$ cat config.mk
export PLATFORM = sky130hd
export DESIGN_NAME = trap_sequencer
export DESIGN_NICKNAME = d
export VERILOG_FILES = /design/src/rtl/trap_sequencer.sv
export SDC_FILE = /design/constraint.sdc
export NUM_CORES = 1
export LEC_CHECK = 0
export ABC_AREA = 1
export CAP_MARGIN = 5
export CORE_MARGIN = 2
export CORE_UTILIZATION = 45
export DETAILED_ROUTE_END_ITERATION = 8
export PLACE_DENSITY = 0.7
export SLEW_MARGIN = 20
export SYNTH_ARGS = -nofsm -noshare
export SYNTH_HDL_FRONTEND = slang
export SYNTH_SLANG_ARGS = --single-unit
$ cat constraint.sdc
create_clock -name clk_i -period 11.5 [get_ports clk_i]
set_input_delay 2.3 -clock clk_i [delete_from_list [all_inputs] [get_ports clk_i]]
set_output_delay 2.3 -clock clk_i [all_outputs]
set_load 0.05 [all_outputs]
$ cat src/rtl/trap_sequencer.sv
// Machine-mode trap entry / MRET return sequencer.
// Owns mepc/mcause/mtval/mtvec and mstatus.MIE/MPIE; redirects fetch.
module trap_sequencer #(
  parameter logic [31:0] RESET_MTVEC = 32'h0000_0100,
  parameter bit          VECTOR_EN   = 1'b1
) (
  input  logic        clk_i,
  input  logic        rst_i,
  input  logic        excPresent_i,
  input  logic [31:0] excCause_i,
  input  logic [31:0] trapInfo_i,
  input  logic [31:0] pc_i,
  input  logic        mret_i,
  input  logic        csrWe_i,
  input  logic [11:0] csrAddr_i,
  input  logic [31:0] csrWdata_i,
  output logic [31:0] csrRdata_o,
  output logic        stall_o,
  output logic        flush_o,
  output logic        pcRedirect_o,
  output logic [31:0] pcTarget_o,
  output logic        mie_o
);

  typedef enum logic [1:0] {
    S_IDLE,
    S_SAVE,
    S_JUMP,
    S_RET
  } state_t;

  localparam logic [11:0] A_MSTATUS = 12'h300;
  localparam logic [11:0] A_MTVEC   = 12'h305;
  localparam logic [11:0] A_MEPC    = 12'h341;
  localparam logic [11:0] A_MCAUSE  = 12'h342;
  localparam logic [11:0] A_MTVAL   = 12'h343;

  state_t r_state;
  state_t w_next;

  logic [31:0] r_mepc;
  logic [31:0] r_mcause;
  logic [31:0] r_mtval;
  logic [31:0] r_mtvec;
  logic        r_mie;
  logic        r_mpie;
  logic [29:0] r_hpc;
  logic [31:0] r_hcause;
  logic [31:0] r_hinfo;

  logic        w_idle;
  logic        w_accept;
  logic        w_mret;
  logic        w_csr;
  logic [31:0] w_base;
  logic [31:0] w_vec;
  logic        w_vec_en;

  assign w_idle   = (r_state == S_IDLE);
  // Interrupts are masked by MIE; synchronous exceptions never are.
  assign w_accept = w_idle & excPresent_i
                  & (~excCause_i[31] | r_mie);
  assign w_mret   = w_idle & ~w_accept & mret_i;
  assign w_csr    = w_idle & ~w_accept & ~mret_i & csrWe_i;

  assign w_base   = {r_mtvec[31:2], 2'b00};
  assign w_vec    = w_base + {25'd0, r_mcause[4:0], 2'b00};
  assign w_vec_en = VECTOR_EN & (r_mtvec[1:0] == 2'b01)
                  & r_mcause[31];

  always_ff @(posedge clk_i or posedge rst_i) begin
    if (rst_i) begin
      r_state <= S_IDLE;
    end else begin
      r_state <= w_next;
    end
  end

  always_comb begin
    w_next       = r_state;
    stall_o      = 1'b0;
    flush_o      = 1'b0;
    pcRedirect_o = 1'b0;
    pcTarget_o   = 32'd0;
    unique case (r_state)
      S_IDLE: begin
        if (w_accept) begin
          w_next = S_SAVE;
        end else if (w_mret) begin
          w_next = S_RET;
        end
      end
      S_SAVE: begin
        stall_o = 1'b1;
        flush_o = 1'b1;
        w_next  = S_JUMP;
      end
      S_JUMP: begin
        stall_o      = 1'b1;
        pcRedirect_o = 1'b1;
        pcTarget_o   = w_vec_en ? w_vec : w_base;
        w_next       = S_IDLE;
      end
      S_RET: begin
        stall_o      = 1'b1;
        pcRedirect_o = 1'b1;
        pcTarget_o   = r_mepc;
        w_next       = S_IDLE;
      end
      default: w_next = S_IDLE;
    endcase
  end

  always_ff @(posedge clk_i or posedge rst_i) begin
    if (rst_i) begin
      r_hpc    <= '0;
      r_hcause <= '0;
      r_hinfo  <= '0;
    end else if (w_accept) begin
      r_hpc    <= pc_i[31:2];
      r_hcause <= excCause_i;
      r_hinfo  <= trapInfo_i;
    end
  end

  always_ff @(posedge clk_i or posedge rst_i) begin
    if (rst_i) begin
      r_mepc   <= '0;
      r_mcause <= '0;
      r_mtval  <= '0;
      r_mtvec  <= RESET_MTVEC;
      r_mie    <= 1'b0;
      r_mpie   <= 1'b0;
    end else if (r_state == S_SAVE) begin
      r_mepc   <= {r_hpc, 2'b00};
      r_mcause <= r_hcause;
      r_mtval  <= r_hinfo;
      r_mpie   <= r_mie;
      r_mie    <= 1'b0;
    end else if (w_mret) begin
      r_mie    <= r_mpie;
      r_mpie   <= 1'b1;
    end else if (w_csr) begin
      unique case (csrAddr_i)
        A_MSTATUS: begin
          r_mie  <= csrWdata_i[3];
          r_mpie <= csrWdata_i[7];
        end
        // Reserved MODE values 2/3 fall back to direct.
        A_MTVEC:  r_mtvec  <= csrWdata_i[1] ?
                              {csrWdata_i[31:2], 2'b00} :
                              csrWdata_i;
        A_MEPC:   r_mepc   <= {csrWdata_i[31:2], 2'b00};
        A_MCAUSE: r_mcause <= csrWdata_i;
        A_MTVAL:  r_mtval  <= csrWdata_i;
        default: ;
      endcase
    end
  end

  always_comb begin
    csrRdata_o = 32'd0;
    unique case (csrAddr_i)
      A_MSTATUS: csrRdata_o = {24'd0, r_mpie, 3'd0, r_mie, 3'd0};
      A_MTVEC:   csrRdata_o = r_mtvec;
      A_MEPC:    csrRdata_o = r_mepc;
      A_MCAUSE:  csrRdata_o = r_mcause;
      A_MTVAL:   csrRdata_o = r_mtval;
      default:   csrRdata_o = 32'd0;
    endcase
  end

  assign mie_o = r_mie;

endmodule
Yosys cells after proc, flatten, opt, wreduce, memory -nomap -nowiden:

Index checks and enable logic that the tools add are counted.

* input port bits: 145
* word-level logic and storage cells: 79
* register bits after elaboration: 226

* reduce and logical (&&, ||, !) cells: 14
* mux-type cells: 30
* bitwise logic cells: 13
* equality and inequality tests: 11
* $add $sub $neg: 1

Operator list (count)
* two-way mux 32 bit: 13
* case mux 32 bit (5 select lines): 1
* case mux 32 bit (2 select lines): 1
* == test 12 x 10 -> 1 bit (second input constant): 5
* adder 32 x 7 -> 32 bit: 1
* two-way mux 1 bit: 12
* AND reduction 3 bit: 3
* nonzero test 2 bit: 4
* bitwise AND 1 bit: 7
* case mux 2 bit (3 select lines): 1
* nonzero test 3 bit: 2
* inverter 1 bit: 5
* == test 2 x 1 -> 1 bit (second input constant): 2
* == test 2 bit (second input constant): 2
* two-way mux 2 bit: 2
* AND reduction 4 bit: 1
* != test 3 x 1 -> 1 bit (second input constant): 1
* OR reduction 3 bit: 1
* zero test 2 bit: 1
* != test 2 x 1 -> 1 bit (second input constant): 1
* AND reduction 2 bit: 1
* OR reduction 2 bit: 1
* bitwise OR 1 bit: 1

Longest topological paths before layout:

Gate-level depths: netlist of the first run.

* depth in word-level cells: 10
* gate-level depth with buffers: 12

Least setup slack after synthesis of the first run:

Ideal clock, no wire load.

* path type: input to output
* start point: input port csrAddr_i[5]
* end point: output port csrRdata_o[12]
* stages: 6
* required time: 9.200 ns
* arrival: 3.953 ns
* buffers on the path: 1
* setup slack: 5.247 ns
* cells stage by stage: nor2_1 > nand3_1 > nor2_4 > nand3_2 > clkbuf_1 > o2111ai_1

* word-level cells in the longest chain between the ends: 2
* elaborated cells between the ends (all ways): 6
* those cells by class: eq/ne: 5; mux: 1

RTL lines
* start, declared: line 15 `input logic [11:0] csrAddr_i,`
* == test 12 x 10 -> 1 bit: line 163 `unique case (csrAddr_i)`
* case mux 32 bit (5 select lines) (*): line 163
* end, declared: line 17 `output logic [31:0] csrRdata_o,`

Mark *: on every way between the ends. The rest lies on a longest branch, timed or not.

Final worst setup path of the first run:

Same ends and word-level chain as after synthesis.

==> impl_metrics.sql, run 1 <==
INSERT INTO impl_metrics (metric_group, metric, value, unit) VALUES
('clock_network', 'cts-root-buf', 'sky130_fd_sc_hd__clkbuf_16', ''),
('critical_path', 'critical-path-top-delay-family', 'simple AND/OR/NAND/NOR gates', ''),
('sta', 'post-route-period-util', '69.9', '%'),
('die', 'std_cell_rows', '59', ''),
('sta', 'worst_slew_pin_slew', '1.01', 'ns'),
('die', 'ioPinCount', '213', ''),
('grt', 'pin_count_of_the_biggest_net_entering_global_routing', '86', ''),
('route', 'routed_wl', '36800', 'microns'),
('critical_path', 'worst-endpoint-required', '9.20', 'ns'),
('critical_path', 'critical_path.startpoint_type', 'primary input', ''),
('clock_network', 'cts_post_setup_buffers_inserted', '0', ''),
('run', 'max_cap_violations', '0', ''),
('grt', 'global_route_wire_length_before_repair', '56200', 'microns'),
('yosys', 'synthAdderAreaFrac', '0.697', '%'),
('route', 'dr_wl_cell', '18.4', 'microns'),
('die', 'die_width', '166', 'microns'),
('critical_path', 'worst-path-max-fanout', '32', ''),
('power', 'total_leakage_power', '7.29', 'nW'),
('status', 'outcome', 'finished clean', ''),
('yosys', 'syn-cell-area', '0.0118', 'sq mm'),
('clock_network', 'cts_buffers', '25', ''),
('critical_path', 'biggest_cell_delay_along_the_critical_path', '0.89', 'ns'),
('critical_path', 'crit_arrival', '5.73', 'ns'),
('finish', 'most-common-layout-cells', '379 x sky130_fd_sc_hd__nand2_1, 222 x sky130_fd_sc_hd__dfrtp_1, 208 x sky130_fd_sc_hd__clkdlybuf4s50_1', ''),
('sta', 'skew', '0.0180', 'ns'),
('clock_network', 'path_clk_slew', '0.06', 'ns'),
('yosys', 'yosysTopAreaCell', 'sky130_fd_sc_hd__dfrtp_1', ''),
('clock_network', 'htree_num_levels', '1', ''),
('yosys', 'synth.distinct_cells', '40', ''),
('yosys', 'instance_count_of_the_mapped_netlist', '1474', ''),
('critical_path', 'crit_chain', 'clkdlybuf4s50_1 > nor2_1 > nand3_1 > nor2_4 > nand3_2 > o2111ai_1 > clkdlybuf4s50_1', ''),
('yosys', 'synth-compound-area-share', '13.3', '%'),
('route', 'dr.first_iter.drc_count', '1060', ''),
('clock_network', 'cts.repair.resized', '0', ''),
('clock_network', 'cts_max_path_buffers', '3', ''),
('yosys', 'ys_seq_elements', '223', ''),
('finish', 'most_frequent_standard_cell_in_the_layout_excluding_fill_and_tap_cells', 'sky130_fd_sc_hd__nand2_1', ''),
('finish', 'design.final.nets', '1793', ''),
('power', 'ir_drop', '0.147', 'mV'),
('yosys', 'synth.area.top_cells', 'sky130_fd_sc_hd__dfrtp_1 47%, sky130_fd_sc_hd__nand2_1 12%, sky130_fd_sc_hd__mux2_2 5.9%', ''),
('yosys', 'synth.mux.area_fraction', '5.89', '%'),
('grt', 'gr-total-overflow', '0', ''),
('yosys', 'synth_xor_area_share', '0.222', '%'),
('placement', 'io_buffers', '208', ''),
('grt', 'grt_antenna_before_repair', '1', ''),
('route', 'vias', '10479', ''),
('sta', 'timing.slew.headroom', '32.2', '%'),
('sta', 'timing.setup.tns', '0', 'ns'),
('die', 'die_h', '166', 'microns'),
('sta', 'slew_violations', '0', ''),
('yosys', 'synthesis.area_per_instance', '8.04', 'sq um'),
('yosys', 'yosysTopAreaCellShare', '46.9', '%'),
('critical_path', 'worst_path_max_delay_cell', 'sky130_fd_sc_hd__clkdlybuf4s50_1', ''),
('yosys', 'yosysWarningCount', '0', ''),
('finish', 'area_growth_syn_to_layout', '25.3', '%'),
('critical_path', 'critical_path.n_buffers_inverters', '2', ''),
('die', 'floorplan.die_area', '0.0276', 'sq mm'),
('clock_network', 'holdBufCountCts', '0', ''),
('clock_network', 'clk-insertion-delay-late', '0.54', 'ns'),
('critical_path', 'critical_setup_path_kind', 'in -> out', ''),
('route', 'final_antenna_net_count', '0', ''),
('power', 'cellPowerDensity', '232', 'mW/mm^2'),
('finish', 'final_layout_size_suffix_gt1_share', '11.7', '%'),
('sta', 'final_hold_viol_count', '0', ''),
('critical_path', 'critPathMostFrequentCell', 'sky130_fd_sc_hd__clkdlybuf4s50_1', ''),
('sta', 'finalCriticalPeriod', '8.03', 'ns'),
('grt', 'first_global_vias', '9758', ''),
('placement', 'half_perimeter_wire_length_of_the_detailed_placement_result', '26800', 'microns'),
('grt', 'global_route.usage.total', '25.9', '%'),
('yosys', 'sequential_cell_area_fraction_in_the_yosys_report', '47.1', '%'),
('min_path', 'min_delay_path_class', 'reg -> reg', '');
==> power breakdown <==
| part | leakage [nW] | internal (mW) | switching, mW |
|---|---|---|---|
| registers | 2.49 | 1.10 | 0.157 |
| clock network | 0.406 | 0.473 | 0.331 |
| logic | 4.39 | 0.484 | 0.901 |
==> area by class of cell <==
| class | instances | area [sq um] |
|---|---|---|
| Fill cell | 2384 | 11100 |
| Multi-Input combinational cell | 992 | 5180 |
| Inverter | 184 | 698 |
| Timing Repair Buffer | 216 | 2140 |
| Clock buffer | 35 | 703 |
| Sequential cell | 223 | 5580 |
| Antenna cell | 1 | 2.50 |
| Tap cell | 335 | 419 |
| Clock inverter | 10 | 118 |
==> synth_stat cells (all sizes together) <==
cell type / count
nand2: 386
clkbuf: 26
nand3: 67
mux2: 62
fa: 1
dfstp: 1
buf: 50
xnor2: 1
nor2: 174
conb: 1
ha: 5
a22oi: 1
o22ai: 22
and2: 1
nor4: 1
nor3b: 1
nor3: 3
or2: 2
o21bai: 1
a21oi: 125
o2111ai: 14
dfrtp: 222
o21ai: 104
o221ai: 1
xor2: 2
inv: 184
nand4: 16
==> routing by layer <==
| metal | vias up | track usage [%] | wire length (microns) |
|---|---|---|---|
| li1 | 5064 | - | - |
| met1 | 4940 | 40.5 | 17500 |
| met2 | 427 | 37.0 | 15500 |
| met3 | 48 | 5.05 | 2990 |
| met4 | 0 | 6.03 | 761 |
| met5 | - | 0 | 0 |
==> per-stage QoR <==
| step | area (sq um) | util (%) | power [mW] | instances | setup WS [ns] |
|---|---|---|---|---|---|
| after floorplan | 11800 | - | 2.20 | 1475 | 3.10 |
| final | 14800 | 57.1 | 3.45 | 1996 | 3.47 |
| after global routing | 14800 | 57.1 | 3.65 | 1996 | 3.33 |
| after global placement | 14000 | 54.0 | 2.60 | 1950 | 3.54 |
| after CTS | 14800 | 57.1 | 3.44 | 1995 | 3.50 |
| after detailed placement | 14000 | 54.0 | 2.63 | 1950 | 3.52 |
==> final timing paths <==
check	startpoint	to	slack (ns)	cells past startpoint
setup / recovery	csrAddr_i[5]	csrRdata_o[12]	3.47	7
hold / removal	r_mtval[31]	r_mtval[31]	0.49	2
setup reg to reg	r_state[1]	r_mtvec[22]	8.17	7
hold reg to reg	r_mtval[31]	r_mtval[31]	0.49	2
max in group asynchronous	rst_i	r_mepc[10]	6.97	4
min in group asynchronous	rst_i	r_hcause[25]	2.24	2
==> state kept, by name, summed over array words and instances (netlist names) <==
name and cells:
r_mpie 1, r_hinfo 32, r_mtvec 31, r_hcause 32, r_hpc 30, mie_o 1, r_mcause 32, r_mepc 30
r_mtval 32, r_state 2
==> tightest hold or removal path, delay by kind of cell (launching register included) <==
family / cells / cell delay, ns
AO/OA/AOI/OAI: 1 / 0.06
flip-flops: 1 / 0.34
AND/OR/NAND/NOR: 1 / 0.05
==> logic make-up after synthesis <==
group | Yosys count
simple gates | 651
compound gates | 268
buf+inv | 260
flops | 223
mux | 62
fa+ha+maj | 6
xor+xnor | 3
other cells | 1
Power figures use the tool's default switching activity.
==> inputs of run 2 (changes only) <==
--- a/config.mk
+++ b/config.mk
@@ -10,7 +10,7 @@
 export CORE_MARGIN = 2
 export CORE_UTILIZATION = 45
 export DETAILED_ROUTE_END_ITERATION = 8
-export PLACE_DENSITY = 0.7
+export PLACE_DENSITY = 0.73
 export SLEW_MARGIN = 20
 export SYNTH_ARGS = -nofsm -noshare
 export SYNTH_HDL_FRONTEND = slang
==> constraint.sdc (replaced) <==
create_clock -name clk_i -period 6.5 [get_ports clk_i]
set_input_delay 1.3 -clock clk_i [delete_from_list [all_inputs] [get_ports clk_i]]
set_output_delay 1.3 -clock clk_i [all_outputs]
set_load 0.05 [all_outputs]
==> impl_metrics.sql, run 2 (synthesis gave the netlist of run 1 again) <==
INSERT INTO impl_metrics (metric_group, metric, value, unit) VALUES
('status', 'outcome', 'finished clean', ''),
('route', 'vias', '10499', ''),
('sta', 'worst_slew_pin_slew', '1.02', 'ns'),
('route', 'final_antenna_net_count', '0', ''),
('clock_network', 'holdBufCountCts', '0', ''),
('die', 'std_cell_rows', '59', ''),
('critical_path', 'critical-path-top-delay-family', 'buffers and inverters', ''),
('route', 'routed_wl', '36700', 'microns'),
('critical_path', 'crit_chain', 'clkdlybuf4s50_1 > nor2_1 > nand3_1 > nor2_4 > nand3_2 > o2111ai_1 > clkdlybuf4s50_1', ''),
('power', 'ir_drop', '0.271', 'mV'),
('clock_network', 'cts_max_path_buffers', '3', ''),
('placement', 'half_perimeter_wire_length_of_the_detailed_placement_result', '27100', 'microns'),
('route', 'dr_wl_cell', '18.4', 'microns'),
('die', 'ioPinCount', '213', ''),
('sta', 'setup_viol', '0', ''),
('grt', 'first_global_vias', '9894', ''),
('sta', 'post-route-period-util', '87.9', '%'),
('critical_path', 'critical_path.startpoint_type', 'primary input', ''),
('grt', 'global_route.usage.total', '26.1', '%'),
('power', 'cellPowerDensity', '407', 'mW/mm^2'),
('die', 'die_width', '166', 'microns'),
('grt', 'pin_count_of_the_biggest_net_entering_global_routing', '164', ''),
('sta', 'grt_setup_unrepaired', 'no', ''),
('sta', 'fmaxAchievable', '175', 'MHz'),
('power', 'finalPower', '6.03', 'mW'),
('route', 'drtPass1Iterations', '5', ''),
('grt', 'global_route_wire_length_before_repair', '56700', 'microns'),
('critical_path', 'critical_setup_path_kind', 'in -> out', ''),
('die', 'die_h', '166', 'microns'),
('critical_path', 'crit_arrival', '4.41', 'ns'),
('critical_path', 'crit_path_end_kind', 'output port', ''),
('critical_path', 'cp_startpoint', 'csrAddr_i[5]', ''),
('clock_network', 'clk-insertion-delay-late', '0.52', 'ns'),
('placement', 'place.gp.congestion', '0.910', ''),
('finish', 'design.final.nets', '1793', ''),
('min_path', 'worstHoldStart', 'r_mtval[19]', ''),
('critical_path', 'worst_path_max_delay_cell', 'sky130_fd_sc_hd__clkdlybuf4s50_1', ''),
('clock_network', 'cts_tree', 'yes', ''),
('clock_network', 'cts-root-buf', 'sky130_fd_sc_hd__clkbuf_16', ''),
('route', 'route.detailed.drc', '0', ''),
('sta', 'timing.slew.headroom', '31.5', '%'),
('clock_network', 'path_clk_slew', '0.06', 'ns'),
('clock_network', 'clock_sinks', '223', ''),
('finish', 'most-common-layout-cells', '379 x sky130_fd_sc_hd__nand2_1, 222 x sky130_fd_sc_hd__dfrtp_1, 208 x sky130_fd_sc_hd__clkdlybuf4s50_1', ''),
('run', 'max_cap_violations', '0', ''),
('die', 'floorplan.die_area', '0.0276', 'sq mm'),
('critical_path', 'worst-path-max-fanout', '25', ''),
('sta', 'skew', '0.00974', 'ns'),
('clock_network', 'htree_num_levels', '1', ''),
('die', 'floorplan.initialDensity', '45.6', '%'),
('sta', 'final_hold_viol_count', '0', ''),
('min_path', 'min_delay_path_class', 'reg -> reg', ''),
('finish', 'most_frequent_standard_cell_in_the_layout_excluding_fill_and_tap_cells', 'sky130_fd_sc_hd__nand2_1', ''),
('sta', 'slew_violations', '0', ''),
('finish', 'design_area', '0.0148', 'sq mm'),
('power', 'total_leakage_power', '7.28', 'nW'),
('finish', 'area_growth_syn_to_layout', '25.2', '%'),
('grt', 'grt_antenna_before_repair', '2', ''),
('critical_path', 'critPathMostFrequentCell', 'sky130_fd_sc_hd__clkdlybuf4s50_1', ''),
('route', 'dr.first_iter.drc_count', '1032', ''),
('critical_path', 'biggest_cell_delay_along_the_critical_path', '0.89', 'ns'),
('clock_network', 'cts.repair.resized', '0', ''),
('critical_path', 'critical_path.n_buffers_inverters', '2', ''),
('grt', 'gr-total-overflow', '0', ''),
('critical_path', 'worst-endpoint-required', '5.20', 'ns'),
('critical_path', 'rr_startpoint', 'r_state[1]', ''),
('placement', 'io_buffers', '208', ''),
('clock_network', 'cts_post_setup_buffers_inserted', '0', ''),
('finish', 'final_layout_size_suffix_gt1_share', '11.6', '%'),
('die', 'core_area', '0.0260', 'sq mm'),
('sta', 'timing.setup.tns', '0', 'ns'),
('placement', 'post_dp_cell_area', '0.0140', 'sq mm'),
('sta', 'finalCriticalPeriod', '5.71', 'ns'),
('clock_network', 'cts_buffers', '24', ''),
('route', 'routed_via_density', '5.26', '');
==> run 2: changes by cell type in the layout (fill, tap and decap cells not counted), sizes merged <==
cell      delta
bufinv       -1
diode        +1
clkbuf       +2
clkinvlp     +1
clkinv       -1
inv          -3
buf          +1
==> run 2: power breakdown <==
group	switching (mW)	total, mW	internal (mW)
clock	0.561	1.37	0.810
sequential	0.274	2.22	1.95
combinational	1.59	2.44	0.855
==> run 2: area by class of cell <==
class                      count  area (sq um)
fill                        2381         11200
sequential                   223          5580
multi-input combinational    992          5180
timing repair buffer         217          2160
clock buffer                  37           731
inverter                     184           696
tap                          335           419
clock inverter                 6          57.6
antenna                        2          5.00
==> run 2: metrics by stage <==
stage          std cells  hold slack, ns  setup slack [ns]  util [%]
2_1_floorplan       1475           0.459              2.25         -
3_3_place_gp        1951           0.471             0.862      54.0
3_5_place_dp        1951           0.478             0.819      54.0
4_1_cts             1994           0.493             0.826      57.1
5_1_grt             1996           0.513             0.612      57.1
6_report            1996           0.493             0.788      57.1
==> run 2: worst min-delay path, stage by stage (launching register included) <==
cell                      delay [ns]
sky130_fd_sc_hd__dfrtp_1        0.34
sky130_fd_sc_hd__nand2_1        0.05
sky130_fd_sc_hd__o21ai_1        0.06
==> run 2: worst paths after layout <==
check / end / slack, ns / depth (start not counted)
setup / recovery: csrRdata_o[2] / 0.79 / 7
hold / removal: r_mtval[19] / 0.49 / 2
setup reg to reg: r_mepc[15] / 2.93 / 6
hold reg to reg: r_mtval[19] / 0.49 / 2
max in group asynchronous: r_mtvec[14] / 4.39 / 3
min in group asynchronous: r_hinfo[27] / 1.01 / 2
==> run 2: layer usage <==
| metal | part of all wire [%] | up-vias | track usage (%) |
|---|---|---|---|
| li1 | - | 5046 | - |
| met1 | 46 | 4989 | 39.7 |
| met2 | 44 | 419 | 38.4 |
| met3 | 8.5 | 45 | 4.60 |
| met4 | 2.1 | 0 | 7.01 |
| met5 | 0 | - | 0 |
==> inputs of run 3 (changes only) <==
--- a/config.mk
+++ b/config.mk
@@ -8,10 +8,11 @@
 export ABC_AREA = 1
 export CAP_MARGIN = 5
 export CORE_MARGIN = 2
-export CORE_UTILIZATION = 45
+export CORE_UTILIZATION = 48
 export DETAILED_ROUTE_END_ITERATION = 8
-export PLACE_DENSITY = 0.73
+export PLACE_DENSITY = 0.77
 export SLEW_MARGIN = 20
 export SYNTH_ARGS = -nofsm -noshare
 export SYNTH_HDL_FRONTEND = slang
 export SYNTH_SLANG_ARGS = --single-unit
+export TNS_END_PERCENT = 10
==> impl_metrics.sql, run 3 (synthesis gave the netlist of run 1 again) <==
INSERT INTO impl_metrics (metric_group, metric, value, unit) VALUES
('power', 'sequential_fraction_of_design_power', '36.2', '%'),
('finish', 'multi_input_comb_area', '0.00518', 'sq mm'),
('critical_path', 'crit_arrival', '4.35', 'ns'),
('sta', 'grt_setup_unrepaired', 'no', ''),
('sta', 'timing.slew.headroom', '31.9', '%'),
('grt', 'global_route_wire_length_before_repair', '56700', 'microns'),
('sta', 'final_hold_viol_count', '0', ''),
('power', 'total_leakage_power', '7.32', 'nW'),
('power', 'clock_power_share', '23.7', '%'),
('clock_network', 'cts-root-buf', 'sky130_fd_sc_hd__clkbuf_16', ''),
('route', 'route.detailed.drc', '0', ''),
('power', 'share_comb_of_total_power', '40.1', '%'),
('finish', 'num_antenna_cells', '0', ''),
('grt', 'global_route.usage.total', '28.1', '%'),
('sta', 'finalCriticalPeriod', '5.65', 'ns'),
('critical_path', 'critical_setup_path_kind', 'in -> out', ''),
('die', 'floorplan.initialDensity', '48.8', '%'),
('clock_network', 'cts_post_setup_buffers_inserted', '0', ''),
('sta', 'skew', '0.00768', 'ns'),
('die', 'std_cell_rows', '57', ''),
('clock_network', 'cts_buffers', '24', ''),
('die', 'die_width', '161', 'microns'),
('finish', 'area_growth_syn_to_layout', '25.7', '%'),
('finish', 'most_frequent_standard_cell_in_the_layout_excluding_fill_and_tap_cells', 'sky130_fd_sc_hd__nand2_1', ''),
('clock_network', 'cts_max_path_buffers', '3', ''),
('power', 'switching_share', '40.2', '%'),
('critical_path', 'cp_startpoint', 'csrAddr_i[5]', ''),
('critical_path', 'worst-path-max-fanout', '22', ''),
('finish', 'total_of_fill_cells_in_the_finished_design', '2120', ''),
('power', 'cell_internal_pwr', '3.71', 'mW'),
('die', 'die_h', '161', 'microns'),
('clock_network', 'htree_num_levels', '1', ''),
('grt', 'gr-total-overflow', '0', ''),
('placement', 'place.gp.congestion', '0.919', ''),
('sta', 'slew_violations', '0', ''),
('placement', 'dpl_worst_slack', '0.915', 'ns'),
('critical_path', 'worst-endpoint-required', '5.20', 'ns'),
('clock_network', 'cts_tree', 'yes', ''),
('clock_network', 'path_clk_slew', '0.06', 'ns'),
('critical_path', 'critical_path.startpoint_type', 'primary input', ''),
('placement', 'half_perimeter_wire_length_of_the_detailed_placement_result', '26900', 'microns'),
('sta', 'finalWorstSetupSlack', '0.846', 'ns'),
('route', 'routed_via_density', '5.41', ''),
('critical_path', 'worst_setup_path_endpoint', 'csrRdata_o[4]', ''),
('critical_path', 'reg2reg_depth', '7', ''),
('sta', 'setup_viol', '0', ''),
('finish', 'final_layout_size_suffix_gt1_share', '11.9', '%'),
('min_path', 'min_delay_path_class', 'reg -> reg', ''),
('route', 'final_antenna_net_count', '0', ''),
('grt', 'grt_antenna_before_repair', '0', ''),
('die', 'ioPinCount', '213', ''),
('route', 'drtPass1Iterations', '6', ''),
('critical_path', 'rr_startpoint', 'r_state[1]', ''),
('placement', 'io_buffers', '208', ''),
('grt', 'pin_count_of_the_biggest_net_entering_global_routing', '165', ''),
('finish', 'final-seq-area', '0.00558', 'sq mm'),
('power', 'p_switching', '2.49', 'mW'),
('critical_path', 'critical_path.reg2reg.endpoint', 'r_mcause[27]', ''),
('clock_network', 'clock_sinks', '223', ''),
('power', 'ir_drop', '0.362', 'mV'),
('sta', 'timing.setup.tns', '0', 'ns'),
('finish', 'most-common-layout-cells', '379 x sky130_fd_sc_hd__nand2_1, 222 x sky130_fd_sc_hd__dfrtp_1, 208 x sky130_fd_sc_hd__clkdlybuf4s50_1', ''),
('power', 'finalPower', '6.19', 'mW'),
('critical_path', 'rrSetupSlack', '3.05', 'ns'),
('finish', 'design.final.nets', '1794', ''),
('clock_network', 'holdBufCountCts', '0', ''),
('sta', 'fmaxAchievable', '177', 'MHz'),
('sta', 'worst_slew_pin_slew', '1.02', 'ns'),
('route', 'dr_wl_cell', '18.5', 'microns'),
('grt', 'first_global_vias', '10029', ''),
('sta', 'final.hold.worst_slack', '0.495', 'ns'),
('critical_path', 'crit_path_end_kind', 'output port', ''),
('route', 'dr.first_iter.drc_count', '1149', ''),
('clock_network', 'clk-insertion-delay-late', '0.52', 'ns'),
('status', 'outcome', 'finished clean', ''),
('clock_network', 'cts.repair.resized', '0', ''),
('route', 'routed_wl', '36600', 'microns'),
('run', 'max_cap_violations', '0', ''),
('route', 'vias', '10741', ''),
('die', 'floorplan.die_area', '0.0260', 'sq mm'),
('die', 'core_area', '0.0242', 'sq mm'),
('sta', 'post-route-period-util', '87.0', '%'),
('power', 'cellPowerDensity', '416', 'mW/mm^2');
## run 3: final cells by class
cell class	count	share of cell area [%]
multi-input combinational	992	34.8
clock inverter	8	0.815
tap	324	2.72
sequential	223	37.5
inverter	184	4.67
clock buffer	36	4.95
timing repair buffer	218	14.6
## run 3: stage by stage
stage | instances | util, % | area (sq um)
after floorplan | 1475 | - | 11900
after global placement | 1941 | 57.9 | 14000
after detailed placement | 1941 | 57.9 | 14000
after CTS | 1985 | 61.4 | 14900
after global routing | 1985 | 61.4 | 14900
final | 1985 | 61.4 | 14900
## run 3: power by group through the flow
stage | clock network [mW] | logic (mW) | registers [mW]
6_report | 1.47 | 2.48 | 2.24
5_1_grt | 1.54 | 2.71 | 2.29
4_1_cts | 1.48 | 2.47 | 2.23
3_5_place_dp | 0 | 2.44 | 2.25
3_3_place_gp | 0 | 2.39 | 2.22
2_1_floorplan | 0 | 1.73 | 2.16
## run 3: worst min-delay path by stage
stage                      startpoint          end  slack (ns)  cells past startpoint
after floorplan           r_mtval[10]  r_mtval[10]        0.46                      2
after global placement    r_mtval[16]  r_mtval[16]        0.47                      2
after detailed placement  r_mtval[25]  r_mtval[25]        0.48                      2
after CTS                 r_mtval[17]  r_mtval[17]        0.49                      2
after global routing      r_mtval[11]  r_mtval[11]        0.51                      2
final                     r_mtval[18]  r_mtval[18]        0.49                      2
## run 3: critical path, cell delays in order
cell,delay [ns]
sky130_fd_sc_hd__clkdlybuf4s50_1,0.42
sky130_fd_sc_hd__nor2_1,0.14
sky130_fd_sc_hd__nand3_1,0.13
sky130_fd_sc_hd__nor2_4,0.34
sky130_fd_sc_hd__nand3_2,0.53
sky130_fd_sc_hd__buf_4,0.39
sky130_fd_sc_hd__nor2_1,0.12
sky130_fd_sc_hd__nor2_1,0.06
sky130_fd_sc_hd__nand2_1,0.11
sky130_fd_sc_hd__clkdlybuf4s50_1,0.82
## run 3: layer usage
metal / up-vias / global-route usage, % / part of all wire, %
met5: - / 0 / 0
met4: 0 / 7.18 / 2.4
met3: 64 / 4.67 / 10
met2: 539 / 40.7 / 43
met1: 5087 / 43.7 / 45
li1: 5051 / - / -
==> patch: new RTL, config.mk and constraints of run 3 <==
Register the output `pcRedirect_o`, without a reset; this adds one clock of latency there. The other outputs are not delayed to match.
--- a/src/rtl/trap_sequencer.sv
+++ b/src/rtl/trap_sequencer.sv
@@ -36,2 +36,4 @@
   localparam logic [11:0] A_MTVAL   = 12'h343;
+
+  logic pcRedirect_d;
 
@@ -82,3 +84,3 @@
     flush_o      = 1'b0;
-    pcRedirect_o = 1'b0;
+    pcRedirect_d = 1'b0;
     pcTarget_o   = 32'd0;
@@ -99,3 +101,3 @@
         stall_o      = 1'b1;
-        pcRedirect_o = 1'b1;
+        pcRedirect_d = 1'b1;
         pcTarget_o   = w_vec_en ? w_vec : w_base;
@@ -105,3 +107,3 @@
         stall_o      = 1'b1;
-        pcRedirect_o = 1'b1;
+        pcRedirect_d = 1'b1;
         pcTarget_o   = r_mepc;
@@ -174,2 +176,6 @@
 
+  always_ff @(posedge clk_i) begin
+    pcRedirect_o <= pcRedirect_d;
+  end
+
 endmodule
Behaviour: not the same (a bounded check fails within 4 cycles, from zero or initial values and one cycle with rst_i high).
==> patch against run 3 <==
Synthesized cell count about the same; critical endpoint is now csrRdata_o[0]; first-iteration DRC count shrank 6.2%; sequential cell count increased by 1; area after synthesis rose by 0.17%; highest routed layer unchanged; hold slack worse by 0.0032 ns; worst setup slack improved by 0.059 ns; wire length rose by 1.2%; clock skew increased by 0.0025 ns; design area grew 0.45%; power grew 0.98%; core utilization increased by 0.093 points.
==> patch: results <==
set metrics [dict create \
    cts_htree_levels 1 \
    place.gp.congestion 0.8952 \
    timing.slew.headroom_pct 31.46 \
    rr_worst_depth 8 \
    nets 1796 \
    hold_path_class "flip-flop to flip-flop" \
    critPathArrivalTime_ns 4.29 \
    ant_nets 0 \
    dr.pass1.iters 5 \
    p_leak_nw 7.351 \
    outcome "finished, final reports clean" \
    routed_wl_um 37080 \
    hp-start "r_mtval[23]" \
    vias_per_cell 5.391 \
    path_clk_slew_ns 0.06 \
    drtIter0Drc 1078 \
    async_flop_share_pct 99.55 \
    gr-usage-met2_pct 41.92 \
    clock_latency_ns 0.53 \
    yosysSeqAreaShare_pct 47.21 \
    r2r-end "r_mcause[2]" \
    setup_viol 0 \
    synthDistinctLibCells 41 \
    met1_usage_pct 43.16 \
    grt_pass1_wl_um 57610 \
    clockBufferDepth 3 \
    tns_ns 0 \
    cts_made_buffers 25 \
    rrSetupSlack_ns 2.99 \
    antenna_cells 0 \
    io_buffers 208 \
    min_path_cells 2 \
    synth_common_cells "nand2_1, dfrtp_1, inv_1" \
    antenna_found_initial 0 \
    grt_max_degree 181 \
    clock_skew_ns 0.01017 \
    grt_usage_pct 28.38 \
    critPathMaxFanout 17 \
    grt_pass1_vias 10200 \
    dpl.hpwl_um 26970 \
    worstReg2RegStart "r_state[1]" \
    nFillCells 2088 \
    ctsResizeCount 0 \
    cts_post_setup_buffers_inserted 0 \
    dpl-instance-area_um2 14050 \
    p_per_area_nw_per_um2 418.0 \
    grtUsageMet3_pct 6.215 \
    hold_path_end "r_mtval[23]" \
    vdd_drop_max_uv 326.1 \
    cts-root-buf "clkbuf_16" \
    yosys_warnings 0 \
    synthTopCellsByArea "dfrtp_1, nand2_1, mux2_2, inv_1, nor2_1" \
    layout-drive-gt1-share_pct 11.90 \
]
## patch: cell count changes after synthesis, sizes merged
| cell | before | now |
|---|---|---|
| dfxtp | 0 | 1 |
## patch: where the power goes
part / switching (mW) / internal (mW) / total (mW)
combinational: 1.62 / 0.858 / 2.48
clock: 0.589 / 0.933 / 1.52
sequential: 0.298 / 1.96 / 2.25
## patch: worst max-delay path by stage
stage	start	end	slack [ns]	cells after the start
3_3_place_gp	csrAddr_i[5]	csrRdata_o[0]	0.95	9
3_5_place_dp	csrAddr_i[5]	csrRdata_o[0]	0.95	9
2_1_floorplan	csrAddr_i[5]	csrRdata_o[12]	2.25	6
4_1_cts	csrAddr_i[5]	csrRdata_o[0]	0.93	9
5_1_grt	csrAddr_i[5]	csrRdata_o[0]	0.75	9
6_report	csrAddr_i[5]	csrRdata_o[0]	0.91	9
## patch: metrics by stage
stage / cells / hold slack (ns) / worst slack (ns)
after floorplan: 1476 / 0.4591 / 2.247
after global placement: 1941 / 0.4711 / 0.9538
after detailed placement: 1941 / 0.4779 / 0.9532
after CTS: 1987 / 0.4933 / 0.9289
after global routing: 1988 / 0.5141 / 0.7530
final: 1988 / 0.4917 / 0.9050
## patch: cell type report
cell class	instances	share of cell area (%)
inverter	184	4.642
clock inverter	7	0.8364
clock buffer	39	5.136
sequential	224	37.45
multi-input combinational	992	34.64
timing repair buffer	218	14.59
tap	324	2.710
## patch: cells by family after synthesis
kind of cell / after synthesis / share of synthesized area [%]
AND/OR/NAND/NOR: 651 / 23.33
AO/OA/AOI/OAI: 268 / 13.26
buffers and inverters: 260 / 9.375
flip-flops: 224 / 47.21
multiplexers: 62 / 5.884
adder cells (fa/ha/maj): 6 / 0.6960
XOR/XNOR: 3 / 0.2215
other: 1 / 0.03161
## patch: worst max-delay path: stages
cell	delay [ns]
clkdlybuf4s50_1	0.40
nor2_1	0.15
nand2_1	0.08
nor3_2	0.29
nand2_2	0.32
inv_1	0.53
nand2_1	0.18
o221ai_1	0.16
clkdlybuf4s50_1	0.88
## patch: per-layer routing
| layer | wire length, um | vias to the layer above |
|---|---|---|
| li1 | - | 5065 |
| met1 | 16750 | 5103 |
| met2 | 16180 | 502 |
| met3 | 3498 | 47 |
| met4 | 662 | 0 |
| met5 | 0 | - |
